$ cat src/rtl/mem_ctrl.sv
// Byte-wide external RAM arbiter: grants the data port or the instruction fetch,
// serialises each request into 1/2/4 RAM cycles and returns little-endian words.
module mem_ctrl #(
  parameter int ADDR_W = 32
) (
  input  logic              clk,
  input  logic              rst,
  input  logic              rdy,
  input  logic              clr_i,
  input  logic              ic_req_i,
  input  logic [ADDR_W-1:0] ic_addr_i,
  output logic              ic_rdy_o,
  output logic [31:0]       ic_data_o,
  input  logic              d_req_i,
  input  logic              d_we_i,
  input  logic [1:0]        d_len_i,
  input  logic [ADDR_W-1:0] d_addr_i,
  input  logic [31:0]       d_wdata_i,
  output logic              d_rdy_o,
  output logic [31:0]       d_rdata_o,
  input  logic [7:0]        mem_din_i,
  output logic [7:0]        mem_dout_o,
  output logic [ADDR_W-1:0] mem_a_o,
  output logic              mem_wr_o
);

  typedef enum logic [1:0] {IDLE, IRD, DRD, DWR} state_t;

  state_t            state, state_n;
  logic [2:0]        cnt, cnt_n;
  logic [2:0]        nbytes, nbytes_n;
  logic [ADDR_W-1:0] addr_q, addr_n;
  logic [31:0]       wdata_q, wdata_n;
  logic [31:0]       rbuf_q, rbuf_n;

  logic              ic_rdy_n, d_rdy_n, mem_wr_n;
  logic [31:0]       ic_data_n, d_rdata_n;
  logic [7:0]        mem_dout_n;
  logic [ADDR_W-1:0] mem_a_n;

  logic [2:0]        req_bytes;
  logic              d_go, i_go;
  logic [1:0]        rd_idx;
  logic [31:0]       rbuf_fill;
  logic [ADDR_W-1:0] addr_next;

  // A requester still showing its ready pulse has already been served this cycle.
  assign d_go      = d_req_i && !d_rdy_o && (d_we_i || !clr_i);
  assign i_go      = ic_req_i && !ic_rdy_o && !clr_i;
  assign req_bytes = (d_len_i == 2'd0) ? 3'd1 : (d_len_i == 2'd1) ? 3'd2 : 3'd4;
  // cnt runs 1..4 while reading, so the byte slot is cnt-1 taken modulo 4.
  assign rd_idx    = cnt[1:0] - 2'd1;
  assign addr_next = addr_q + ADDR_W'(cnt);

  always_comb begin
    rbuf_fill = rbuf_q;
    rbuf_fill[{rd_idx, 3'b000} +: 8] = mem_din_i;
  end

  always_comb begin
    // NOTE: every next-value gets a default before the case so no path infers a latch.
    state_n    = state;
    cnt_n      = cnt;
    nbytes_n   = nbytes;
    addr_n     = addr_q;
    wdata_n    = wdata_q;
    rbuf_n     = rbuf_q;
    ic_rdy_n   = 1'b0;
    d_rdy_n    = 1'b0;
    ic_data_n  = ic_data_o;
    d_rdata_n  = d_rdata_o;
    mem_dout_n = mem_dout_o;
    mem_a_n    = mem_a_o;
    mem_wr_n   = mem_wr_o;

    unique case (state)
      IDLE: begin
        if (d_go) begin
          state_n    = d_we_i ? DWR : DRD;
          cnt_n      = 3'd1;
          nbytes_n   = req_bytes;
          addr_n     = d_addr_i;
          wdata_n    = d_wdata_i;
          rbuf_n     = '0;
          mem_a_n    = d_addr_i;
          mem_wr_n   = d_we_i;
          mem_dout_n = d_wdata_i[7:0];
        end else if (i_go) begin
          state_n    = IRD;
          cnt_n      = 3'd1;
          nbytes_n   = 3'd4;
          addr_n     = ic_addr_i;
          rbuf_n     = '0;
          mem_a_n    = ic_addr_i;
          mem_wr_n   = 1'b0;
          mem_dout_n = 8'h00;
        end
      end

      IRD, DRD: begin
        if (clr_i) begin
          state_n = IDLE;
          cnt_n   = 3'd0;
          mem_a_n = '0;
        end else if (cnt < nbytes) begin
          rbuf_n  = rbuf_fill;
          mem_a_n = addr_next;
          cnt_n   = cnt + 3'd1;
        end else begin
          state_n = IDLE;
          cnt_n   = 3'd0;
          mem_a_n = '0;
          if (state == IRD) begin
            ic_rdy_n  = 1'b1;
            ic_data_n = rbuf_fill;
          end else begin
            d_rdy_n   = 1'b1;
            d_rdata_n = rbuf_fill;
          end
        end
      end

      DWR: begin
        // Committed stores ignore the flush and always run to completion.
        if (cnt < nbytes) begin
          mem_a_n    = addr_next;
          mem_dout_n = wdata_q[{cnt[1:0], 3'b000} +: 8];
          cnt_n      = cnt + 3'd1;
        end else begin
          state_n  = IDLE;
          cnt_n    = 3'd0;
          mem_a_n  = '0;
          mem_wr_n = 1'b0;
          d_rdy_n  = 1'b1;
        end
      end

      default: state_n = IDLE;
    endcase
  end

  // NOTE: state registers use non-blocking assignments so all of them update together.
  always_ff @(posedge clk) begin
    if (!rst) begin
      state      <= IDLE;
      cnt        <= 3'd0;
      nbytes     <= 3'd0;
      addr_q     <= '0;
      wdata_q    <= '0;
      rbuf_q     <= '0;
      ic_rdy_o   <= 1'b0;
      ic_data_o  <= '0;
      d_rdy_o    <= 1'b0;
      d_rdata_o  <= '0;
      mem_dout_o <= '0;
      mem_a_o    <= '0;
      mem_wr_o   <= 1'b0;
    end else if (rdy) begin
      state      <= state_n;
      cnt        <= cnt_n;
      nbytes     <= nbytes_n;
      addr_q     <= addr_n;
      wdata_q    <= wdata_n;
      rbuf_q     <= rbuf_n;
      ic_rdy_o   <= ic_rdy_n;
      ic_data_o  <= ic_data_n;
      d_rdy_o    <= d_rdy_n;
      d_rdata_o  <= d_rdata_n;
      mem_dout_o <= mem_dout_n;
      mem_a_o    <= mem_a_n;
      mem_wr_o   <= mem_wr_n;
    end
  end

endmodule

$ cat config.mk
export PLATFORM = sky130hd
export DESIGN_NAME = mem_ctrl
export DESIGN_NICKNAME = d
export VERILOG_FILES = /design/src/rtl/mem_ctrl.sv
export SDC_FILE = /design/constraint.sdc
export NUM_CORES = 1
export LEC_CHECK = 0
export ABC_CLOCK_PERIOD_IN_PS = 2620
export CAP_MARGIN = 20
export CORE_MARGIN = 4
export CORE_UTILIZATION = 51
export DETAILED_ROUTE_END_ITERATION = 10
export HOLD_SLACK_MARGIN = 0.03
export PLACE_DENSITY = 0.81
export SKIP_LAST_GASP = 1
export SLEW_MARGIN = 40
export SYNTH_ARGS = -nofsm -noshare
export SYNTH_HDL_FRONTEND = slang
export SYNTH_SLANG_ARGS = --single-unit
$ cat constraint.sdc
create_clock -name clk -period 2.62 [get_ports clk]
set_input_delay 0.786 -clock clk [delete_from_list [all_inputs] [get_ports clk]]
set_output_delay 0.786 -clock clk [all_outputs]
set_load 0.05 [all_outputs]
==> results_dict.tcl, run 1 <==
set metrics [dict create \
    status "finished, final reports clean" \
    r2r.worst_path.cells 7 \
    via_per_inst 5.99 \
    die_x_um 146 \
    fmax_mhz 390 \
    initial_core_util_pct 51.8 \
    nets 1479 \
    place_ws_ps -137 \
    syn_area_per_cell_um2 8.57 \
    startpoint_type "flop" \
    p_per_area_nw_per_um2 628 \
    cap_violations 0 \
    fin_util_pct 70.7 \
    synth-seq-area-share_pct 43.6 \
    path_cells "clkdlybuf4s50_1" \
    routed.top_layer "met4" \
    seqPwrFrac_pct 42.4 \
    drv_slew 0 \
    arrival_ps 1780 \
    hold_path_depth 2 \
    antenna_found_initial 1 \
    clk_latency_ps 500 \
    slowest_delay_ps 850 \
    synth_top_area_share_pct 43.6 \
    slew_headroom_pct 50.7 \
    cts_max_level 1 \
    portBuffers 219 \
    yosys-top-cells-area "dfxtp_1 (44%), a211oi_1 (5.4%), nand2_1 (5.0%), nor2_1 (4.5%), a21oi_1 (3.8%)" \
    min_to "wdata_q[30]" \
    path_buf_inv 1 \
    crit_family "buffers and inverters" \
    hold_viol_final 0 \
    synth_top_cell_by_area "dfxtp_1" \
    io_pins 220 \
    rr_startpoint "addr_q[0]" \
    n_fill_cell 1469 \
    track_usage_pct 26.6 \
    cts_made_buffers 22 \
    synth_common_cells "dfxtp_1 (211), nand2_1 (128), nor2_1 (116)" \
    met2_length_um 13400 \
    wl_per_cell_um 18.4 \
    yosys.cell_types.count 65 \
    synthCells 1132 \
    multi_input_area_um2 5070 \
    power_switching_mw 2.36 \
    place_area_um2 12500 \
    drive_gt1_share_pct 10.0 \
    grt_first_pass_wirelength_um 47800 \
    gp_congestion 0.940 \
    grt_max_degree 151 \
    core_area_um2 18700 \
    cts_hold_buf 0 \
    die-height_um 146 \
    cts-root-buf "clkbuf_16" \
    min_period_over_period_pct 97.8 \
    endpoint_kind "output pin" \
    crit_slowest_cell "clkdlybuf4s50_1" \
    vias 9588 \
    ys_warn_count 0 \
    drtIter0Drc 773 \
    rows 50 \
    r2r-end "mem_a_o[16]" \
    syn_nets 1259 \
    drcViolationCount 0 \
    setup_viol 0 \
    synth_seq_cells 211 \
    leakage_nw 4.55 \
    worstPathRequired_ps 1830 \
    min_from "wdata_q[30]" \
    crit_type "reg -> out" \
    worst_pin_slew_ps 732 \
    skew_ps 9.20 \
    dieArea_um2 21300 \
    syn_area_um2 9700 \
    ys.flop_type "dfxtp_1" \
    seq_area_um2 4220 \
    fin_area_um2 13200 \
    clock_power_share_pct 37.7 \
    drt-pass1-iter-count 7 \
    cts.sinks 211 \
    met1_length_um 12500 \
    synth-edff-count 0 \
    min_path_type "reg -> reg" \
    dp_hpwl_um 20800 \
    cts_tree "built" \
    power.internal_mw 5.95 \
    rrSetupSlack_ps 160 \
    async_flop_share_pct 0 \
    first_global_vias 9312 \
    drtAntennaViolNets 0 \
    drt_wl_total_um 29500 \
    yosysMostFrequentCell "dfxtp_1" \
    rsz0062_at_grt "no" \
    comb_power_share_pct 19.9 \
    timing.final.crit_period_ps 2560 \
    cts_setup_buffers 0 \
    p_sw_share_pct 28.4 \
    ctsResizeCount 0 \
    clkTransAtPathRegs_ps 60 \
    vdd_drop_max_mv 0.435 \
    wl_met3_um 2750 \
    area_delta_synth_final_pct 36.4 \
    grt_overflow 0 \
    clockBufferDepth 3 \
    cp_max_fo 4 \
    fin_ws_ps 56.6 \
]
==> through the flow <==
step	hold WS (ps)	power, mW	std cells	TNS, ps
floorplan	425	4.53	1132	0
global placement	437	5.19	1562	-5880
detailed placement	439	5.22	1562	-7700
CTS	455	8.34	1600	0
global route	464	8.61	1601	0
finish	453	8.31	1601	0
==> placed cells by master (no fill, tap or decap), types with 3 or more instances in the layout <==
| master | count |
|---|---|
| a211oi_1 | 70 |
| a21boi_0 | 4 |
| a21o_1 | 4 |
| a21oi_1 | 72 |
| a221oi_1 | 6 |
| a311oi_1 | 32 |
| a31o_2 | 7 |
| a31oi_1 | 42 |
| and2_1 | 9 |
| and4_1 | 4 |
| buf_12 | 12 |
| buf_4 | 54 |
| clkbuf_1 | 6 |
| clkbuf_16 | 23 |
| clkbuf_8 | 7 |
| clkdlybuf4s50_1 | 219 |
| dfxtp_1 | 211 |
| ha_1 | 13 |
| inv_1 | 13 |
| mux2_2 | 7 |
| mux4_2 | 6 |
| nand2_1 | 128 |
| nand3_1 | 28 |
| nand4_1 | 12 |
| nor2_1 | 113 |
| nor2_2 | 3 |
| nor2b_1 | 50 |
| nor3_1 | 24 |
| nor3b_1 | 3 |
| nor4_1 | 5 |
| o211ai_1 | 12 |
| o21a_1 | 8 |
| o21ai_0 | 51 |
| o21ai_1 | 5 |
| o221ai_1 | 10 |
| o2bb2ai_1 | 34 |
| xnor2_1 | 10 |
| xor2_1 | 8 |
==> metal layers <==
layer  vias to the layer above  global-route usage, %
met5                         -                      0
met4                         0                   8.83
met3                        59                   5.95
met2                       448                   41.6
met1                      4488                   36.7
li1                       4593                      -
==> flip-flops by register name, summed over array words and instances (netlist names) <==
signal,count
addr_q,32
cnt,3
d_rdata_o,32
d_rdy_o,1
ic_data_o,32
ic_rdy_o,1
mem_a_o,32
mem_dout_o,8
mem_wr_o,1
nbytes,3
rbuf_q,32
state,2
wdata_q,32
==> how the worst max path moves through the flow <==
stage                         from     endpoint  slack, ps  cells after the start
after floorplan              clr_i  mem_a_o[28]        350                      5
after global placement       clr_i   mem_a_o[2]       -130                      7
after detailed placement     clr_i  mem_a_o[28]       -140                      6
after CTS                 ic_rdy_o     ic_rdy_o         60                      1
after global routing      ic_rdy_o     ic_rdy_o         10                      1
final                     ic_rdy_o     ic_rdy_o         60                      1
==> power groups by stage <==
| stage | Clock (mW) | Combinational, mW | Sequential [mW] |
|---|---|---|---|
| after CTS | 3.18 | 1.65 | 3.51 |
| final | 3.13 | 1.65 | 3.52 |
| after floorplan | 0 | 0.653 | 3.88 |
| after global placement | 0 | 1.61 | 3.58 |
| after detailed placement | 0 | 1.63 | 3.58 |
| after global routing | 3.31 | 1.76 | 3.54 |
==> final cells by class <==
class	instances	share of cell area [%]
Sequential cell	211	31.9
Tap cell	234	2.21
Antenna cell	1	0.0189
Timing Repair Buffer	285	21.5
Clock inverter	2	0.265
Clock buffer	36	5.25
Multi-Input combinational cell	816	38.4
Inverter	16	0.473
==> logic make-up after synthesis <==
group                    share of synthesized area [%]
AND/OR/NAND/NOR                                   19.9
multiplexers                                      2.75
AO/OA/AOI/OAI                                     25.9
buffers and inverters                             4.35
XOR/XNOR                                          1.63
flip-flops                                        43.6
adder cells (fa/ha/maj)                           1.88
(Power assumes the default switching activity.)
==> run 2: changes to the inputs <==
CORE_MARGIN = default   (was 4)
RECOVER_POWER = 100   (was default)
==> results_dict.tcl, run 2 (same netlist as run 1, synthesis figures left out) <==
set metrics [dict create \
    path_cells "clkdlybuf4s50_1" \
    cts_setup_buffers 0 \
    cts_made_buffers 22 \
    worstPathRequired_ps 1830 \
    cts-root-buf "clkbuf_16" \
    cts_tree "built" \
    grt_overflow 0 \
    crit_slowest_cell "clkdlybuf4s50_1" \
    core_area_um2 18600 \
    n_fill_cell 1457 \
    place_area_um2 12500 \
    drtAntennaViolNets 0 \
    nets 1474 \
    final_common_cell "dfxtp_1" \
    status "finished, final reports clean" \
    arrival_ps 1800 \
    die_x_um 140 \
    slew_headroom_pct 53.0 \
    setup_viol 0 \
    io_pins 220 \
    grt_max_degree 151 \
    portBuffers 219 \
    path_buf_inv 1 \
    fmax_mhz 387 \
    min_from "wdata_q[7]" \
    crit_type "reg -> out" \
    rows 50 \
    drv_slew 0 \
    grt_first_pass_wirelength_um 46900 \
    clk_latency_ps 510 \
    clkTransAtPathRegs_ps 60 \
    drive_gt1_share_pct 9.17 \
    crit_family "buffers and inverters" \
    leakage_nw 4.82 \
    drt_wl_total_um 29200 \
    vias 9663 \
    slowest_delay_ps 850 \
    rr_startpoint "cnt[0]" \
    place_ws_ps -141 \
    min_period_over_period_pct 98.7 \
    r2r.worst_path.cells 7 \
    timing.final.crit_period_ps 2590 \
    min_path_type "reg -> reg" \
    fin_ws_ps 34.1 \
    wl_per_cell_um 18.2 \
    first_global_vias 9082 \
    skew_ps 12.0 \
    hold_viol_final 0 \
    p_per_area_nw_per_um2 646 \
    drtIter0Drc 893 \
    fin_area_um2 13200 \
    min_to "wdata_q[7]" \
    endpoint_kind "output pin" \
    dieArea_um2 19600 \
    die-height_um 140 \
    vdd_drop_max_mv 0.521 \
    worst_pin_slew_ps 699 \
    cp_max_fo 4 \
    hold_path_depth 2 \
    ctsResizeCount 0 \
    antenna_found_initial 1 \
    drt-pass1-iter-count 5 \
    cts.sinks 211 \
    cts_hold_buf 0 \
    area_delta_synth_final_pct 35.8 \
    cap_violations 0 \
    via_per_inst 6.05 \
    r2r-end "mem_a_o[16]" \
    gp_congestion 0.921 \
    mostFrequentLayoutCells "dfxtp_1 (211), nand2_1 (128), clkdlybuf4s50_1 (119), nor2_1 (115), dlygate4sd3_1 (100)" \
    startpoint_type "flop" \
    rrSetupSlack_ps 150 \
    clockBufferDepth 3 \
    drcViolationCount 0 \
    track_usage_pct 29.3 \
    rsz0062_at_grt "no" \
    initial_core_util_pct 52.0 \
    dp_hpwl_um 20200 \
    cts_max_level 1 \
]
[run 2: cell types whose count changed in the layout (fill, tap and decap cells not counted), sizes merged]
cell and change:
buf -15, bufinv +4, clkinv +5, clkinvlp +3, clkdlybuf4s50 -100, dlygate4sd3 +100
[run 2: worst min-delay path, delay by kind of cell (launching register included)]
kind            cells  cell delay [ps]
compound gates      1               50
flops               1              310
simple gates        1               50
[run 2: layout make-up]
type | count | area [um^2] | share of cell area (%)
Timing Repair Buffer | 280 | 2760 | 21.0
Inverter | 16 | 62.6 | 0.475
Multi-Input combinational cell | 816 | 5030 | 38.2
Clock buffer | 26 | 576 | 4.37
Clock inverter | 14 | 214 | 1.62
Antenna cell | 1 | 2.50 | 0.0190
Sequential cell | 211 | 4220 | 32.1
Tap cell | 234 | 293 | 2.22
[run 2: through the flow]
| step | TNS [ps] | hold slack [ps] | std cells | utilization, % | power, mW |
|---|---|---|---|---|---|
| after global routing | 0 | 468 | 1598 | 70.6 | 8.79 |
| after global placement | -4870 | 437 | 1557 | 66.9 | 5.18 |
| after CTS | 0 | 453 | 1597 | 71.1 | 8.58 |
| after floorplan | 0 | 425 | 1132 | - | 4.53 |
| final | 0 | 454 | 1598 | 70.6 | 8.50 |
| after detailed placement | -9160 | 439 | 1557 | 66.9 | 5.21 |
[run 2: power by group]
group / total [mW] / switching, mW / internal, mW
Combinational: 1.60 / 0.978 / 0.622
Sequential: 3.51 / 0.133 / 3.38
Clock: 3.39 / 1.32 / 2.07
[run 2: layer usage]
| layer | global-route usage [%] | vias to the layer above | wire [um] |
|---|---|---|---|
| met1 | 40.1 | 4548 | 12700 |
| met5 | 0 | - | 0 |
| met2 | 47.1 | 445 | 13100 |
| li1 | - | 4601 | - |
| met4 | 10.0 | 0 | 855 |
| met3 | 4.58 | 69 | 2490 |
[run 2: worst max path at each step]
stage                     startpoint            end  slack, ps  cells after the start
after floorplan                clr_i    mem_a_o[28]        350                      5
after global placement      ic_req_i       mem_wr_o       -110                      7
after detailed placement      d_we_i    mem_a_o[25]       -140                      7
after CTS                   ic_rdy_o       ic_rdy_o         50                      1
after global routing       nbytes[2]  ic_data_o[23]          8                      9
final                       ic_rdy_o       ic_rdy_o         30                      1
==> run 3: changes to the inputs <==
CORE_MARGIN = 3   (was default)
==> results_dict.tcl, run 3 (same netlist as run 1, synthesis figures left out) <==
set metrics [dict create \
    leakage_nw 4.77 \
    clk_latency_ps 520 \
    cts_made_buffers 22 \
    antenna_found_initial 1 \
    clockBufferDepth 3 \
    die_x_um 144 \
    drv_slew 0 \
    timing.final.crit_period_ps 2590 \
    area_delta_synth_final_pct 34.6 \
    cts_tree "built" \
    track_usage_pct 28.3 \
    drt-pass1-iter-count 5 \
    endpoint_kind "output pin" \
    grt_overflow 0 \
    gp_congestion 0.912 \
    p_total_mw 8.17 \
    mostFrequentLayoutCells "dfxtp_1 (211), nand2_1 (128), clkdlybuf4s50_1 (124), nor2_1 (113), dlygate4sd3_1 (94)" \
    portBuffers 219 \
    worst_pin_slew_ps 716 \
    crit_family "buffers and inverters" \
    multi_input_area_um2 5040 \
    skew_ps 17.1 \
    n_fill_cell 1404 \
    p_per_area_nw_per_um2 626 \
    final_common_cell "dfxtp_1" \
    initial_core_util_pct 52.9 \
    status "finished, final reports clean" \
    clkTransAtPathRegs_ps 60 \
    crit_type "reg -> out" \
    cap_violations 0 \
    wl_per_cell_um 19.3 \
    vias 9779 \
    seq_area_um2 4220 \
    via_per_inst 6.14 \
    min_path_type "reg -> reg" \
    drive_gt1_share_pct 9.32 \
    dieArea_um2 20700 \
    cts_setup_buffers 0 \
    rsz0062_at_grt "no" \
    path_buf_inv 1 \
    setup_viol 0 \
    io_pins 220 \
    cts_max_level 1 \
    min_period_over_period_pct 98.7 \
    worst_hold_slack_ps 454 \
    worstPathRequired_ps 1830 \
    drcViolationCount 0 \
    cts.sinks 211 \
    drtIter0Drc 713 \
    startpoint_type "flop" \
    place_inst 1553 \
    vdd_drop_max_mv 0.500 \
    cts-root-buf "clkbuf_16" \
    grt_max_degree 151 \
    fmax_mhz 387 \
    hold_viol_final 0 \
    rows 49 \
    drtAntennaViolNets 0 \
    fin_area_um2 13100 \
    fin_cells 1592 \
    path_cells "clkdlybuf4s50_1" \
    first_global_vias 9304 \
    cts_hold_buf 0 \
    cp_max_fo 4 \
    drt_wl_total_um 30700 \
    slew_headroom_pct 51.8 \
    grt_first_pass_wirelength_um 47800 \
    nets 1475 \
    dp_hpwl_um 21200 \
    slowest_delay_ps 850 \
    place_area_um2 12500 \
    arrival_ps 1800 \
    core_area_um2 18300 \
    die-height_um 144 \
    crit_slowest_cell "clkdlybuf4s50_1" \
]
## run 3: cell count changes in the layout (fill, tap and decap cells not counted), moves of 3 or more
cell	delta
buf_12	-3
clkdlybuf4s50_1	+5
clkbuf_8	+3
buf_4	+3
dlygate4sd3_1	-6
bufinv_16	-4
## run 3: layout make-up
class	instances	share of cell area, %
Tap cell	229	2.20
Clock buffer	30	4.75
Sequential cell	211	32.4
Clock inverter	8	0.604
Antenna cell	1	0.0192
Inverter	16	0.479
Multi-Input combinational cell	816	38.7
Timing Repair Buffer	281	20.9
## run 3: through the flow
| stage | utilization (%) | TNS [ps] | setup WS [ps] |
|---|---|---|---|
| after floorplan | - | 0 | 349 |
| after global placement | 68.1 | -8800 | -144 |
| after detailed placement | 68.1 | -14730 | -198 |
| after CTS | 71.9 | 0 | 37.4 |
| after global routing | 71.2 | 0 | 12.4 |
| final | 71.2 | 0 | 34.3 |
## run 3: worst paths after layout
check           endpoint  slack, ps         from  depth (start not counted)
min           wdata_q[3]        450   wdata_q[3]                          2
min reg2reg   wdata_q[3]        450   wdata_q[3]                          2
max          mem_a_o[25]         30  mem_a_o[25]                          1
max reg2reg  mem_a_o[20]        250       cnt[2]                          6
## run 3: report_power, final
| group | switching [mW] | leakage (nW) | internal [mW] |
|---|---|---|---|
| clock | 1.29 | 0.345 | 1.76 |
| sequential | 0.135 | 1.72 | 3.38 |
| combinational | 0.989 | 2.71 | 0.622 |
## run 3: per-layer routing
metal,part of all wire (%),global-route usage (%),up-vias
met1,43,38.7,4611
met3,8.6,5.76,68
met4,3.6,10.9,0
met2,45,44.1,500
li1,-,-,4600
met5,0,0,-
## run 3: what timing repair did
| action | in CTS | in global routing |
|---|---|---|
| gates resized for setup | 0 | 1 |
| endpoints found under the hold margin | 0 | 0 |
| setup endpoints to repair | 0 | 1 |
